==> src/rtl/muldiv_unit.sv <==
// Iterative RV32M multiply/divide unit: shift-add multiply and restoring divide on
// operand magnitudes, fixed XLEN+1 cycle latency, with pipeline stall and flush support.
module muldiv_unit #(
  parameter int unsigned XLEN       = 32,
  parameter int unsigned REG_ADDR_W = 5
) (
  input  logic                  clk,
  input  logic                  rst,
  input  logic                  valid_in,
  input  logic [2:0]            funct3,
  input  logic [XLEN-1:0]       operand1,
  input  logic [XLEN-1:0]       operand2,
  input  logic [REG_ADDR_W-1:0] rd_in,
  input  logic                  flush,
  output logic                  ready,
  output logic                  stall,
  output logic                  valid_out,
  output logic [XLEN-1:0]       result,
  output logic [REG_ADDR_W-1:0] rd_out
);

  localparam int unsigned CW = (XLEN > 1) ? $clog2(XLEN) : 1;
  localparam logic [CW-1:0]   LAST_CNT = CW'(XLEN - 1);
  localparam logic [XLEN-1:0] MIN_INT  = {1'b1, {(XLEN-1){1'b0}}};

  typedef enum logic [1:0] {
    IDLE = 2'd0,
    CALC = 2'd1,
    DONE = 2'd2
  } state_t;

  state_t state, state_next;

  logic [CW-1:0]         counter;
  logic [2:0]            op_f3;
  logic [REG_ADDR_W-1:0] op_rd;
  logic [XLEN-1:0]       hi, lo, mcand;
  logic                  neg_res, neg_rem, special;
  logic [XLEN-1:0]       special_val;

  logic                  accept, last;
  logic                  sign1, sign2, neg1, neg2;
  logic [XLEN-1:0]       mag1, mag2;
  logic                  is_special;
  logic [XLEN-1:0]       special_in;

  logic [XLEN:0]         mul_sum, div_shift, div_diff;
  logic [XLEN-1:0]       hi_next, lo_next;
  logic [2*XLEN-1:0]     prod, prod_s;
  logic [XLEN-1:0]       mul_res, div_res, final_res;

  assign accept = (state == IDLE) && valid_in && !flush;
  assign last   = (state == CALC) && (counter == LAST_CNT);

  // Operand conditioning at accept: signedness, magnitudes and the div special cases.
  always_comb begin
    sign1      = (funct3 != 3'b011) && (funct3 != 3'b101) && (funct3 != 3'b111);
    sign2      = sign1 && (funct3 != 3'b010);
    neg1       = sign1 && operand1[XLEN-1];
    neg2       = sign2 && operand2[XLEN-1];
    mag1       = neg1 ? -operand1 : operand1;
    mag2       = neg2 ? -operand2 : operand2;
    is_special = 1'b0;
    special_in = '0;
    if (funct3[2]) begin
      if (operand2 == '0) begin
        is_special = 1'b1;
        special_in = funct3[1] ? operand1 : '1;
      end else if (!funct3[0] && (operand1 == MIN_INT) && (operand2 == '1)) begin
        is_special = 1'b1;
        special_in = funct3[1] ? '0 : MIN_INT;
      end
    end
  end

  // One iteration: hi/lo form the product (multiply) or remainder/quotient (divide).
  always_comb begin
    mul_sum   = {1'b0, hi} + (lo[0] ? {1'b0, mcand} : {(XLEN+1){1'b0}});
    div_shift = {hi, lo[XLEN-1]};
    div_diff  = div_shift - {1'b0, mcand};
    hi_next   = hi;
    lo_next   = lo;
    if (op_f3[2]) begin
      hi_next = div_diff[XLEN] ? div_shift[XLEN-1:0] : div_diff[XLEN-1:0];
      lo_next = {lo[XLEN-2:0], ~div_diff[XLEN]};
    end else begin
      hi_next = mul_sum[XLEN:1];
      lo_next = {mul_sum[0], lo[XLEN-1:1]};
    end
    prod      = {hi_next, lo_next};
    prod_s    = neg_res ? -prod : prod;
    mul_res   = (op_f3[1:0] == 2'b00) ? prod_s[XLEN-1:0] : prod_s[2*XLEN-1:XLEN];
    if (op_f3[1]) div_res = neg_rem ? -hi_next : hi_next;
    else          div_res = neg_res ? -lo_next : lo_next;
    final_res = special ? special_val : (op_f3[2] ? div_res : mul_res);
  end

  always_comb begin
    state_next = state;
    ready      = 1'b0;
    stall      = 1'b0;
    valid_out  = 1'b0;
    case (state)
      IDLE: begin
        ready = 1'b1;
        stall = valid_in && !flush;
        if (valid_in && !flush) state_next = CALC;
      end
      CALC: begin
        stall = 1'b1;
        if (flush)     state_next = IDLE;
        else if (last) state_next = DONE;
      end
      DONE: begin
        valid_out  = !flush;
        state_next = IDLE;
      end
      default: state_next = IDLE;
    endcase
  end

  always_ff @(posedge clk or posedge rst) begin
    if (rst) begin
      state       <= IDLE;
      counter     <= '0;
      op_f3       <= '0;
      op_rd       <= '0;
      hi          <= '0;
      lo          <= '0;
      mcand       <= '0;
      neg_res     <= 1'b0;
      neg_rem     <= 1'b0;
      special     <= 1'b0;
      special_val <= '0;
      result      <= '0;
      rd_out      <= '0;
    end else begin
      state <= state_next;
      if (accept) begin
        op_f3       <= funct3;
        op_rd       <= rd_in;
        counter     <= '0;
        hi          <= '0;
        lo          <= funct3[2] ? mag1 : mag2;
        mcand       <= funct3[2] ? mag2 : mag1;
        neg_res     <= neg1 ^ neg2;
        neg_rem     <= neg1;
        special     <= is_special;
        special_val <= special_in;
      end else if (state == CALC) begin
        hi      <= hi_next;
        lo      <= lo_next;
        counter <= counter + 1'b1;
        if (last && !flush) begin
          result <= final_res;
          rd_out <= op_rd;
        end
      end
    end
  end

endmodule

==> config.mk <==
export PLATFORM = sky130hd
export DESIGN_NAME = muldiv_unit
export DESIGN_NICKNAME = d
export VERILOG_FILES = /design/src/rtl/muldiv_unit.sv
export SDC_FILE = /design/constraint.sdc
export NUM_CORES = 1
export LEC_CHECK = 0
export ABC_CLOCK_PERIOD_IN_PS = 9200
export CORE_ASPECT_RATIO = 0.5
export CORE_MARGIN = 4
export CORE_UTILIZATION = 35
export DETAILED_ROUTE_END_ITERATION = 6
export PLACE_DENSITY_LB_ADDON = 0.3
export SLEW_MARGIN = 15
export SYNTH_ARGS = -nofsm -noshare
export SYNTH_HDL_FRONTEND = slang
export SYNTH_SLANG_ARGS = --single-unit
==> constraint.sdc <==
create_clock -name clk -period 9.2 [get_ports clk]
set_input_delay 1.84 -clock clk [delete_from_list [all_inputs] [get_ports clk]]
set_output_delay 1.84 -clock clk [all_outputs]
set_load 0.05 [all_outputs]
==> Yosys cells after proc, flatten, opt, wreduce, memory -nomap -nowiden <==
Index checks and enable logic that the tools add are counted.
W data, S select, Z words.
{ "word_totals": {"register_bits": 183, "ram_bits": 0, "elab_cells": 91, "latch_bits": 0, "rom_bits": 0, "output_inout_bits": 40, "mem_count": 0, "inputBits": 76} }
{ "classes": {"muxes": 36, "shift": 0, "bitwise": 3, "n_addsub": 8, "order_cmp": 0, "n_mul": 0, "n_div": 0, "n_eq_ne": 11, "n_reduce_logical": 20} }
{ "ops": {"columns": ["op", "n"], "rows": [
  ["$mux W32", 23],
  ["$neg A32 Y32", 4],
  ["$eq A32 B32 Y1 const B", 2],
  ["$mux W64", 1],
  ["$neg A64 Y64", 1],
  ["$add A32 B32 Y33", 1],
  ["$sub A33 B32 Y33", 1],
  ["$logic_not A32 Y1", 1],
  ["$logic_and A1 B1 Y1", 12],
  ["$mux W5", 2],
  ["$ne A3 B3 Y1 const B", 3],
  ["$mux W2", 3],
  ["$ne A3 B2 Y1 const B", 2],
  ["$add A5 B1 Y5 const B", 1],
  ["$eq A5 B5 Y1 const B", 1],
  ["$mux W1", 5],
  ["$logic_not A2 Y1", 2],
  ["$pmux W2 S2", 1],
  ["$reduce_and A3 Y1", 1],
  ["$eq A2 B1 Y1 const B", 1],
  ["$eq A2 B2 Y1 const B", 1],
  ["$logic_not A1 Y1", 2],
  ["$ne A2 B1 Y1 const B", 1],
  ["$not A1 Y1", 2],
  ["4 further kinds", 4]
]} }

==> Depth between registers and ports, before layout <==
Gate-level depths: netlist (run 1).
{ "logic_depth": {"ltp_word": 8, "ltp_mapped": 24, "ltp_nobuf": 24} }

==> Worst setup path before layout (run 1) <==
No wires, ideal clock.
{ "synth_timing": {"path_kind": "input to output", "startpoint": "in flush", "endpoint": "out stall", "arrival_ps": 3443, "cell_stages": 4, "required_time_ps": 7360, "setup_slack_ps": 3917, "cell_sequence": "nor4b_1 -> nor2_1 -> clkbuf_1 -> inv_1"} }
{ "synth_between": {"elab_chain_len": 3} }
{ "synth_rtl": {"columns": ["item", "line", "text"], "rows": [
  ["from (decl)", "14", "input logic flush,"],
  ["$logic_not A1 Y1", "106", "stall = valid_in && !flush;"],
  ["$logic_and A1 B1 Y1", "106", null],
  ["$pmux W1 S2", "103", "case (state)"],
  ["to (decl)", "16", "output logic stall,"]
]} }
No other way between the ends.

==> Worst setup path after layout (run 1) <==
{ "layout_timing": {"startpoint": "reg lo[31]", "endpoint": "reg result[4]"} }
{ "layout_between": {"elab_chain_len": 8, "word_cells_on_any_way": 15, "cone_classes": "4 x add/sub; 10 x mux; 1 x bitwise"} }
{ "layout_rtl": {"columns": ["item", "line", "text"], "rows": [
  ["from (decl)", "37", "logic [XLEN-1:0] hi, lo, mcand;"],
  ["from (signal assigned)", "144", "lo <= funct3[2] ? mag1 : mag2;"],
  ["from (signal assigned)", "152", "lo <= lo_next;"],
  ["$sub A33 B32 Y33", "80", "div_diff = div_shift - {1'b0, mcand};"],
  ["$mux W32 or $not A1 Y1 (tied branches)", "84, 85", null],
  ["$mux W32", "83", "if (op_f3[2]) begin"],
  ["$neg A64 Y64 (tied with other cells)", "91", "prod_s = neg_res ? -prod : prod;"],
  ["$mux W64 (tied with other cells)", "91", null],
  ["$mux W32 (on tied branches)", "92, 93", null],
  ["$mux W32 (*) (2 in series)", "95", "final_res = special ? special_val : (op_f3[2] ? div_res : mul_res);"],
  ["to (signal assigned)", "155", "result <= final_res;"],
  ["to (decl)", "18", "output logic [XLEN-1:0] result,"]
]} }
Mark *: on every way between the ends. The rest lies on a longest branch, timed or not.
A chain may end at the register's enable or synchronous reset.

==> out/metrics.yaml, run 1 <==
cts_sinks: 183
cp.arrival_ps: 6750
dpl.hpwl_microns: 59200
worstPathRequired_ps: 9550
hold_class: "reg -> reg"
area_growth_pct: 13.2
cp_num_buf_inv: 2
numCtsBuffers: 17
overflow: 0
drive_gt1_frac: 0.0505
cts_setup_buffers: 0
ys_ff_latch: 183
status: "finished, final reports clean"
start_util: 0.356
worst_slack_ps: 2800
hold_viol: 0
grt_pass1_wl_microns: 114000
hold_path.startpoint: "op_rd[3]$_DFFE_PP0P_"
avgSynthCellArea_sq_um: 7.51
min_period_ps: 6400
ys.warnings.count: 0
drtAntennaViolNets: 0
cts_root_buf: "clkbuf_16"
setup_tns_ps: 0
clkPwrFrac: 0.119
drtPass1Iterations: 5
timing.rr.start: "lo[31]$_DFFE_PP0P_"
tightest_slew_ps: 1240
maxCapViolCount: 0
crit_chain: "inv_1 -> ha_1 -> inv_1 -> fa_1 -> a211oi_1 -> o211ai_1 -> and4_1 -> o21ai_1 -> a211oi_4 -> nand2_1 -> a21boi_0 -> ha_1 -> o21ai_0 -> nand4bb_1 -> nor3_1 -> nand2_1 -> nor2_1 -> nand3_1 -> o21ai_0 -> xnor2_1 -> a21oi_1 -> nor2_1 -> a211oi_1 -> o21ai_0"
p_leak_uw: 0.00825
die-area_sq_um: 55300
slew_viol_final: 0
swShare: 0.567
endpoint: "result[4]$_DFFE_PP0P_"
grt_util_all_layers: 0.270
vias_per_cell: 6.13
portBuffers: 115
grt_max_degree: 103
pwr-share-comb: 0.704
synth_area_leaders: "dfrtp_1 25%, nand2_1 7.1%, o21ai_0 6.8%"
cts-htree-levels: 4
first_global_vias: 17696
drt_wl_total_microns: 76400
yosysSeqAreaShare: 0.255
slew_headroom: 0.170
cp_slowest_cell: "nor3_1"
syn_inst: 2397
crit_path_start_kind: "flop"
internal_power_uw: 2940
core-area_sq_um: 50500
synth_most_common_cell: "nand2_1"
wire_per_inst_microns: 24.4
power.total_uw: 6790
ys_types: 97
critPathLaunch: "lo[31]$_DFFE_PP0P_"
cpMostUsedCell: "o21ai_0"
crit_cells: 24
cts_tree: "done"
top_usage_layer: "met2"
critPathKind: "reg -> reg"
clk_pin_slew_ps: 90
end_kind: "flop"
antenna_found_initial: 3
skew_ps: 16.9
ir_drop_v: 0.000155
die_w_microns: 329
rsz0062_at_grt: "false"
synth_top_area_cell: "dfrtp_1"
synthDominantCellAreaShare: 0.255
use_met2: 0.399
r2r_slack_ps: 2800
r2r_cells: 24
rows: 58
boundaryPins: 116
drtIter0Drc: 2605
synth_common_cells: "341 x nand2_1, 244 x o21ai_0, 193 x a21oi_1"
p_sw_uw: 3850
powerDensity_nw_per_um2: 334
die_h_microns: 168
clk_latency_ps: 480
cp_top_family: "simple AND/OR/NAND/NOR gates"
vias: 19163
synth_ff_type: "dfrtp_1"
seq_power_share: 0.177
nNetsFinal: 2570
grt.met1_usage: 0.379
synth_edf_count: 0
finalSetupViolCount: 0
route.detailed.drc: 0
gp_congestion: 1.01
synth-async-reset-ratio: 1.00
netlist_area_sq_um: 18000
cts_buffer_depth: 2
dp_slack_ps: 3090
syn_nets: 2546
cts_hold_buffers: 0
crit_fanout: 7
critPathMaxStageDelay_ps: 640
fin_crit_sh: 0.696
max_freq_mhz: 156
cts_resized: 0
r2r-end: "result[4]$_DFFE_PP0P_"
met3_usage: 0.0699
==> cell type report <==
class,instances,area [sq um]
inverter,68,263
timing repair buffer,148,1390
sequential,183,4580
tap,690,863
multi-input combinational,2003,12600
fill,5283,30100
clock inverter,15,211
antenna,4,10.0
clock buffer,17,425
==> worst min-delay path by stage <==
stage	depth (start not counted)	to	slack, ps
2_1_floorplan	2	rd_out[0]$_DFFE_PP0P_	440
3_3_place_gp	2	rd_out[4]$_DFFE_PP0P_	450
6_report	2	rd_out[3]$_DFFE_PP0P_	470
4_1_cts	2	rd_out[2]$_DFFE_PP0P_	470
5_1_grt	2	rd_out[3]$_DFFE_PP0P_	500
3_5_place_dp	2	rd_out[2]$_DFFE_PP0P_	450
==> tightest hold or removal path, delay by kind of cell, from the launching register on <==
family | cells | cell delay (ps)
simple gates | 2 | 90
flops | 1 | 350
==> power groups by stage <==
stage / registers (uW) / logic (uW) / clock network [uW]
4_1_cts: 1190 / 4610 / 818
3_5_place_dp: 1210 / 4580 / 0
2_1_floorplan: 1140 / 3180 / 0
5_1_grt: 1230 / 5090 / 844
6_report: 1200 / 4780 / 806
3_3_place_gp: 1200 / 4590 / 0
==> registers in the layout (all words and copies together) (netlist names) <==
name	cells
rd_out	5
lo	32
op_f3	3
hi	32
special	1
result	32
neg_res	1
state	2
special_val	32
op_rd	5
mcand	32
counter	5
neg_rem	1
==> metrics by stage <==
stage               instance area, sq um  utilization  instances  hold WS (ps)
floorplan                          18000            -       2397           439
global placement                   19700        0.390       3092           447
detailed placement                 19700        0.390       3092           450
CTS                                20300        0.403       3124           475
global route                       20300        0.403       3124           495
finish                             20400        0.403       3128           470
==> cell families (layout without fill, tap and decap cells) <==
group | after synthesis | after routing | share of synthesized area
adders and majority gates | 73 | 73 | 0.0516
other | 0 | 4 | 0
buffers and inverters | 211 | 248 | 0.0469
AOI/OAI and AO/OA | 787 | 787 | 0.281
xor gates and xnor gates | 181 | 181 | 0.0881
muxes | 59 | 59 | 0.0330
and+or+nand+nor | 903 | 903 | 0.245
DFF | 183 | 183 | 0.255
==> metal layers <==
layer  part of all wire  up-vias
met5             0.0016        -
met4              0.037        2
met3               0.11      129
met2               0.42      961
met1               0.44     9259
li1                   -     8812
==> placed cells by master, fill, tap and decap left out, types with 17 or more instances in the layout <==
master,n
clkbuf_16,17
nor3_1,55
mux2i_1,55
o21ai_0,244
inv_1,65
a31oi_1,19
nor2b_1,42
o31ai_1,29
nand3_1,48
and3_1,21
a211oi_1,20
nor4_1,18
a21o_1,27
dfrtp_1,182
nand2_1,341
xnor2_1,91
a22o_1,18
and2_1,42
xor2_1,90
buf_4,33
o211ai_1,54
or3_1,33
nand4_1,38
a21oi_1,193
o221ai_1,25
nor2_1,176
clkdlybuf4s50_1,114
ha_1,71
Power figures use the tool's default switching activity.
==> run 2: changes to the inputs <==
--- a/config.mk
+++ b/config.mk
@@ -5,7 +5,7 @@
 export SDC_FILE = /design/constraint.sdc
 export NUM_CORES = 1
 export LEC_CHECK = 0
-export ABC_CLOCK_PERIOD_IN_PS = 9200
+export ABC_CLOCK_PERIOD_IN_PS = 5260
 export CORE_ASPECT_RATIO = 0.5
 export CORE_MARGIN = 4
 export CORE_UTILIZATION = 35
==> constraint.sdc (replaced) <==
create_clock -name clk -period 5.26 [get_ports clk]
set_input_delay 1.052 -clock clk [delete_from_list [all_inputs] [get_ports clk]]
set_output_delay 1.052 -clock clk [all_outputs]
set_load 0.05 [all_outputs]
==> out/metrics.yaml, run 2 (synthesis gave the netlist of run 1 again) <==
status: "finished, final reports clean"
numCtsBuffers: 17  # unchanged
critPathKind: "reg -> reg"
place_inst: 3195  # +3.3%
layout_common_cells: "340 x nand2_1, 241 x o21ai_0, 192 x a21oi_1, 182 x dfrtp_1, 175 x nor2_1"
drtAntennaViolNets: 0  # unchanged
slew_headroom: 0.275  # +0.105
drtPass1Iterations: 6  # +1
cts-htree-levels: 4  # unchanged
end_kind: "flop"
hold_path.startpoint: "op_rd[2]$_DFFE_PP0P_"
cts_buffer_depth: 2  # unchanged
finalSetupViolCount: 0  # unchanged
cts_root_buf: "clkbuf_16"
cp_slowest_cell: "dfrtp_1"
final_common_cell: "nand2_1"
crit_path_start_kind: "flop"
crit_chain: "ha_1 -> a21oi_1 -> o22ai_1 -> a22oi_1 -> a21boi_1 -> a211oi_4 -> buf_6 -> buf_4 -> mux2i_1 -> mux2i_1 -> buf_4 -> nor4_1 -> buf_4 -> nand2b_1 -> o41ai_2 -> xor2_1 -> a22oi_1 -> a21oi_1"
die_h_microns: 168  # unchanged
critPathLaunch: "hi[12]$_DFFE_PP0P_"
final.fill_count: 5206  # -1.5%
antenna_found_initial: 7  # +4
clk_pin_slew_ps: 90  # about the same
cp_top_family: "compound AO/OA/AOI/OAI gates"
worstPathRequired_ps: 5600  # -3950 ps
boundaryPins: 116  # unchanged
route.detailed.drc: 0  # unchanged
die-area_sq_um: 55300  # unchanged
fin_cells: 3236  # +3.5%
slew_viol_final: 0  # unchanged
vias: 19917  # +3.9%
cpMostUsedCell: "buf_4"
nNetsFinal: 2677  # +4.2%
area_growth_pct: 18.2
portBuffers: 115  # unchanged
hold_viol: 0  # unchanged
grt_max_degree: 112  # +8.7%
core-area_sq_um: 50500  # unchanged
fin_crit_sh: 0.974  # +0.278
maxCapViolCount: 0  # unchanged
rows: 58  # unchanged
drt_wl_total_microns: 83000  # +8.6%
skew_ps: 13.1  # -3.87 ps
powerDensity_nw_per_um2: 600  # +80%
cp_num_buf_inv: 4  # +2
p_leak_uw: 0.00880  # +6.6%
cts_tree: "done"
max_freq_mhz: 195  # +25%
start_util: 0.356  # unchanged
die_w_microns: 329  # unchanged
ir_drop_v: 0.000263  # +70%
crit_fanout: 20  # +13
drive_gt1_frac: 0.0964  # +0.0459
cts_sinks: 183  # unchanged
drtIter0Drc: 2441  # -6.3%
dpl.hpwl_microns: 64900  # +9.6%
wire_per_inst_microns: 25.6  # +5.0%
overflow: 0  # unchanged
vias_per_cell: 6.15  # +0.47%
critPathMaxStageDelay_ps: 490  # -150 ps
grt_util_all_layers: 0.292  # +0.0213
tightest_slew_ps: 1080  # -156 ps
grt_pass1_wl_microns: 121000  # +6.7%
timing.rr.start: "hi[12]$_DFFE_PP0P_"
hold_class: "reg -> reg"
min_period_ps: 5120  # -1280 ps
cts_hold_buffers: 0  # unchanged
cp.arrival_ps: 5460  # -1290 ps
setup_tns_ps: 0  # unchanged
clk_latency_ps: 470  # about the same
first_global_vias: 18244  # +3.1%
gp_congestion: 1.01  # about the same
run 2: cell count changes in the layout (fill, tap and decap cells not counted), moves of 2 or more:
cell / change
inv_6: +2
a21boi_0: -2
clkinv_8: -2
ha_1: -2
buf_12: +2
ha_2: +2
nor3_1: -2
nor3_2: +2
o21ai_0: -3
buf_4: +105
o21ai_1: +2
run 2: worst min-delay path: cells and delay by family (launching register included):
family | cells | cell delay [ps]
DFF | 1 | 350
and+or+nand+nor | 2 | 100
run 2: worst paths after layout:
kind	end	slack, ps	cells past startpoint
max in group asynchronous	op_f3[2]$_DFFE_PP0P_	3040	3
setup / recovery	result[29]$_DFFE_PP0P_	140	18
min in group asynchronous	counter[2]$_DFFE_PP0P_	1000	2
hold reg to reg	rd_out[2]$_DFFE_PP0P_	480	2
setup reg to reg	result[29]$_DFFE_PP0P_	140	18
hold / removal	rd_out[2]$_DFFE_PP0P_	480	2
run 2: through the flow:
step / util / setup WS, ps / total power (uW) / area [sq um] / hold WS, ps
after floorplan: - / 344 / 7550 / 18000 / 439
after global placement: 0.406 / -31.2 / 10800 / 20500 / 452
after detailed placement: 0.406 / -123 / 10800 / 20500 / 456
after CTS: 0.418 / 4.56 / 12300 / 21100 / 478
after global routing: 0.421 / -0.0546 / 13500 / 21300 / 504
final: 0.421 / 138 / 12800 / 21300 / 477
run 2: area by class of cell:
| cell class | instances | area (sq um) | share of cell area |
|---|---|---|---|
| clock buffer | 17 | 425 | 0.0200 |
| antenna | 5 | 12.5 | 0.000588 |
| timing repair buffer | 255 | 2220 | 0.105 |
| sequential | 183 | 4580 | 0.215 |
| multi-input combinational | 2003 | 12700 | 0.597 |
| tap | 690 | 863 | 0.0406 |
| inverter | 68 | 259 | 0.0122 |
| clock inverter | 15 | 204 | 0.00959 |
run 2: power by group:
group	internal [uW]	switching, uW
sequential	1690	427
combinational	3360	5860
clock	666	759
run 2: repair_timing:
action / CTS / global route
endpoints found under the setup margin: 5 / 24
buffers inserted: 0 / 4
resized for setup: 3 / 23
pin swaps: 0 / 4
run 2: layer usage:
| layer | vias up | GRT usage | routed length (microns) |
|---|---|---|---|
| li1 | 9013 | - | - |
| met1 | 9626 | 0.423 | 37000 |
| met2 | 1105 | 0.417 | 33600 |
| met3 | 169 | 0.0801 | 9460 |
| met4 | 4 | 0.0913 | 2810 |
| met5 | - | 0 | 27 |
==> run 3: changes to the inputs <==
--- a/config.mk
+++ b/config.mk
@@ -8,7 +8,7 @@
 export ABC_CLOCK_PERIOD_IN_PS = 5260
 export CORE_ASPECT_RATIO = 0.5
 export CORE_MARGIN = 4
-export CORE_UTILIZATION = 35
+export CORE_UTILIZATION = 46
 export DETAILED_ROUTE_END_ITERATION = 6
 export PLACE_DENSITY_LB_ADDON = 0.3
 export SLEW_MARGIN = 15
==> out/metrics.yaml, run 3 (synthesis gave the netlist of run 1 again) <==
status: "finished, final reports clean"
final_common_cell: "nand2_1"
slew_viol_final: 0  # unchanged
slew_headroom: 0.304  # +0.0287
worstPathRequired_ps: 5620  # +20 ps
gp_congestion: 1.04  # +3.0%
diodes: 0  # -5
crit_fanout: 30  # +50%
wire_per_inst_microns: 25.3  # -1.5%
cts_buffer_depth: 2  # unchanged
powerDensity_nw_per_um2: 591  # -1.5%
rsz0062_at_grt: "false"
cpMostUsedCell: "a21oi_1"
end_kind: "flop"
die_w_microns: 288  # -12%
layout_common_cells: "340 x nand2_1, 244 x o21ai_0, 192 x a21oi_1, 182 x dfrtp_1, 175 x nor2_1"
maxCapViolCount: 0  # unchanged
min_period_ps: 5050  # -68.6 ps
numCtsBuffers: 17  # unchanged
finalSetupViolCount: 0  # unchanged
skew_ps: 18.4  # +5.34 ps
core-area_sq_um: 38000  # -25%
grt_util_all_layers: 0.353  # +0.0611
setup_tns_ps: 0  # unchanged
route.detailed.drc: 0  # unchanged
multiInputGateArea_sq_um: 12700  # -0.22%
area.sequential_sq_um: 4580  # unchanged
drtAntennaViolNets: 0  # unchanged
cts-htree-levels: 4  # unchanged
cp.arrival_ps: 5410  # -50 ps
die-area_sq_um: 42500  # -23%
cp_top_family: "compound AO/OA/AOI/OAI gates"
nNetsFinal: 2643  # -1.3%
drt_wl_total_microns: 76500  # -7.8%
cp_slowest_cell: "dfrtp_1"
die_h_microns: 148  # -12%
crit_chain: "ha_1 -> a21oi_1 -> o21ai_0 -> a22o_1 -> or3_1 -> o211ai_2 -> buf_12 -> nor3_1 -> a311oi_4 -> buf_4 -> and3_1 -> nand3_2 -> o31ai_1 -> xor2_1 -> a21oi_1 -> a2111o_1"
critPathKind: "reg -> reg"
area_growth_pct: 15.6
vias: 19902  # -0.075%
grt_pass1_wl_microns: 115000  # -5.7%
cts_sinks: 183  # unchanged
drtIter0Drc: 3018  # +24%
drive_gt1_frac: 0.0818  # -0.0146
hold_class: "reg -> reg"
vias_per_cell: 6.57  # +6.8%
crit_path_start_kind: "flop"
cts_setup_buffers: 0  # unchanged
first_global_vias: 17754  # -2.7%
p_leak_uw: 0.00863  # -1.9%
start_util: 0.474  # +0.118
clk_pin_slew_ps: 90  # about the same
overflow: 0  # unchanged
clk_latency_ps: 490  # +20 ps
cp_num_buf_inv: 2  # -2
tightest_slew_ps: 1040  # -42.1 ps
dpl.hpwl_microns: 58900  # -9.3%
drtPass1Iterations: 7  # +1
rows: 50  # -14%
max_freq_mhz: 198  # +1.4%
cts_root_buf: "clkbuf_16"
critPathMaxStageDelay_ps: 440  # -50 ps
hold_viol: 0  # unchanged
cts_tree: "done"
grt_max_degree: 82  # -27%
final.fill_count: 3650  # -30%
antenna_found_initial: 7  # unchanged
fin_crit_sh: 0.961  # -0.0130
power.total_uw: 12300  # -3.7%
boundaryPins: 116  # unchanged
ir_drop_v: 0.000303  # +15%
portBuffers: 115  # unchanged
-- run 3: worst min-delay path: stages, from the launching register on --
cell	delay, ps
dfrtp_1	350
nand2_1	50
nand2_1	50
-- run 3: routing by layer --
metal | vias up | wire length [microns] | share of wire | GRT usage
li1 | 8953 | - | - | -
met1 | 9585 | 33600 | 0.44 | 0.525
met2 | 1196 | 30100 | 0.39 | 0.482
met3 | 162 | 10500 | 0.14 | 0.120
met4 | 6 | 2130 | 0.028 | 0.0898
met5 | - | 38 | 0.00050 | 0
-- run 3: what timing repair did --
item                       4_1_cts  5_1_grt
pin swaps                        0        2
setup endpoints to repair        1       21
gates resized for setup          1       16
hold buffers                     0        0
hold endpoints to repair         0        0
-- run 3: area by class of cell --
| type | count | share of cell area |
|---|---|---|
| Clock buffer | 17 | 0.0205 |
| Clock inverter | 15 | 0.00938 |
| Inverter | 68 | 0.0125 |
| Multi-Input combinational cell | 2003 | 0.609 |
| Sequential cell | 183 | 0.220 |
| Tap cell | 520 | 0.0313 |
| Timing Repair Buffer | 221 | 0.0966 |
-- run 3: where the power goes --
| part | total [uW] | switching (uW) | internal, uW |
|---|---|---|---|
| Combinational | 8820 | 5620 | 3190 |
| Sequential | 2080 | 384 | 1690 |
| Clock | 1400 | 747 | 651 |
-- run 3: path summary, 6_finish.rpt --
path	start	end	slack, ps	cells after the start
max	hi[16]$_DFFE_PP0P_	result[14]$_DFFE_PP0P_	210	16
min	rd_out[2]$_DFFE_PP0P_	rd_out[2]$_DFFE_PP0P_	480	2
max reg2reg	hi[16]$_DFFE_PP0P_	result[14]$_DFFE_PP0P_	210	16
min reg2reg	rd_out[2]$_DFFE_PP0P_	rd_out[2]$_DFFE_PP0P_	480	2
max in group asynchronous	rst	op_f3[2]$_DFFE_PP0P_	3260	3
min in group asynchronous	rst	hi[3]$_DFFE_PP0P_	980	2
-- run 3: metrics by stage --
step	setup slack [ps]	cells	hold WS, ps	area [sq um]	utilization
2_1_floorplan	344	2397	439	18000	-
3_3_place_gp	255	2995	446	20100	0.529
3_5_place_dp	34.4	2995	451	20100	0.529
4_1_cts	61.2	3027	475	20700	0.546
5_1_grt	15.7	3027	515	20800	0.548
6_report	207	3027	480	20800	0.548
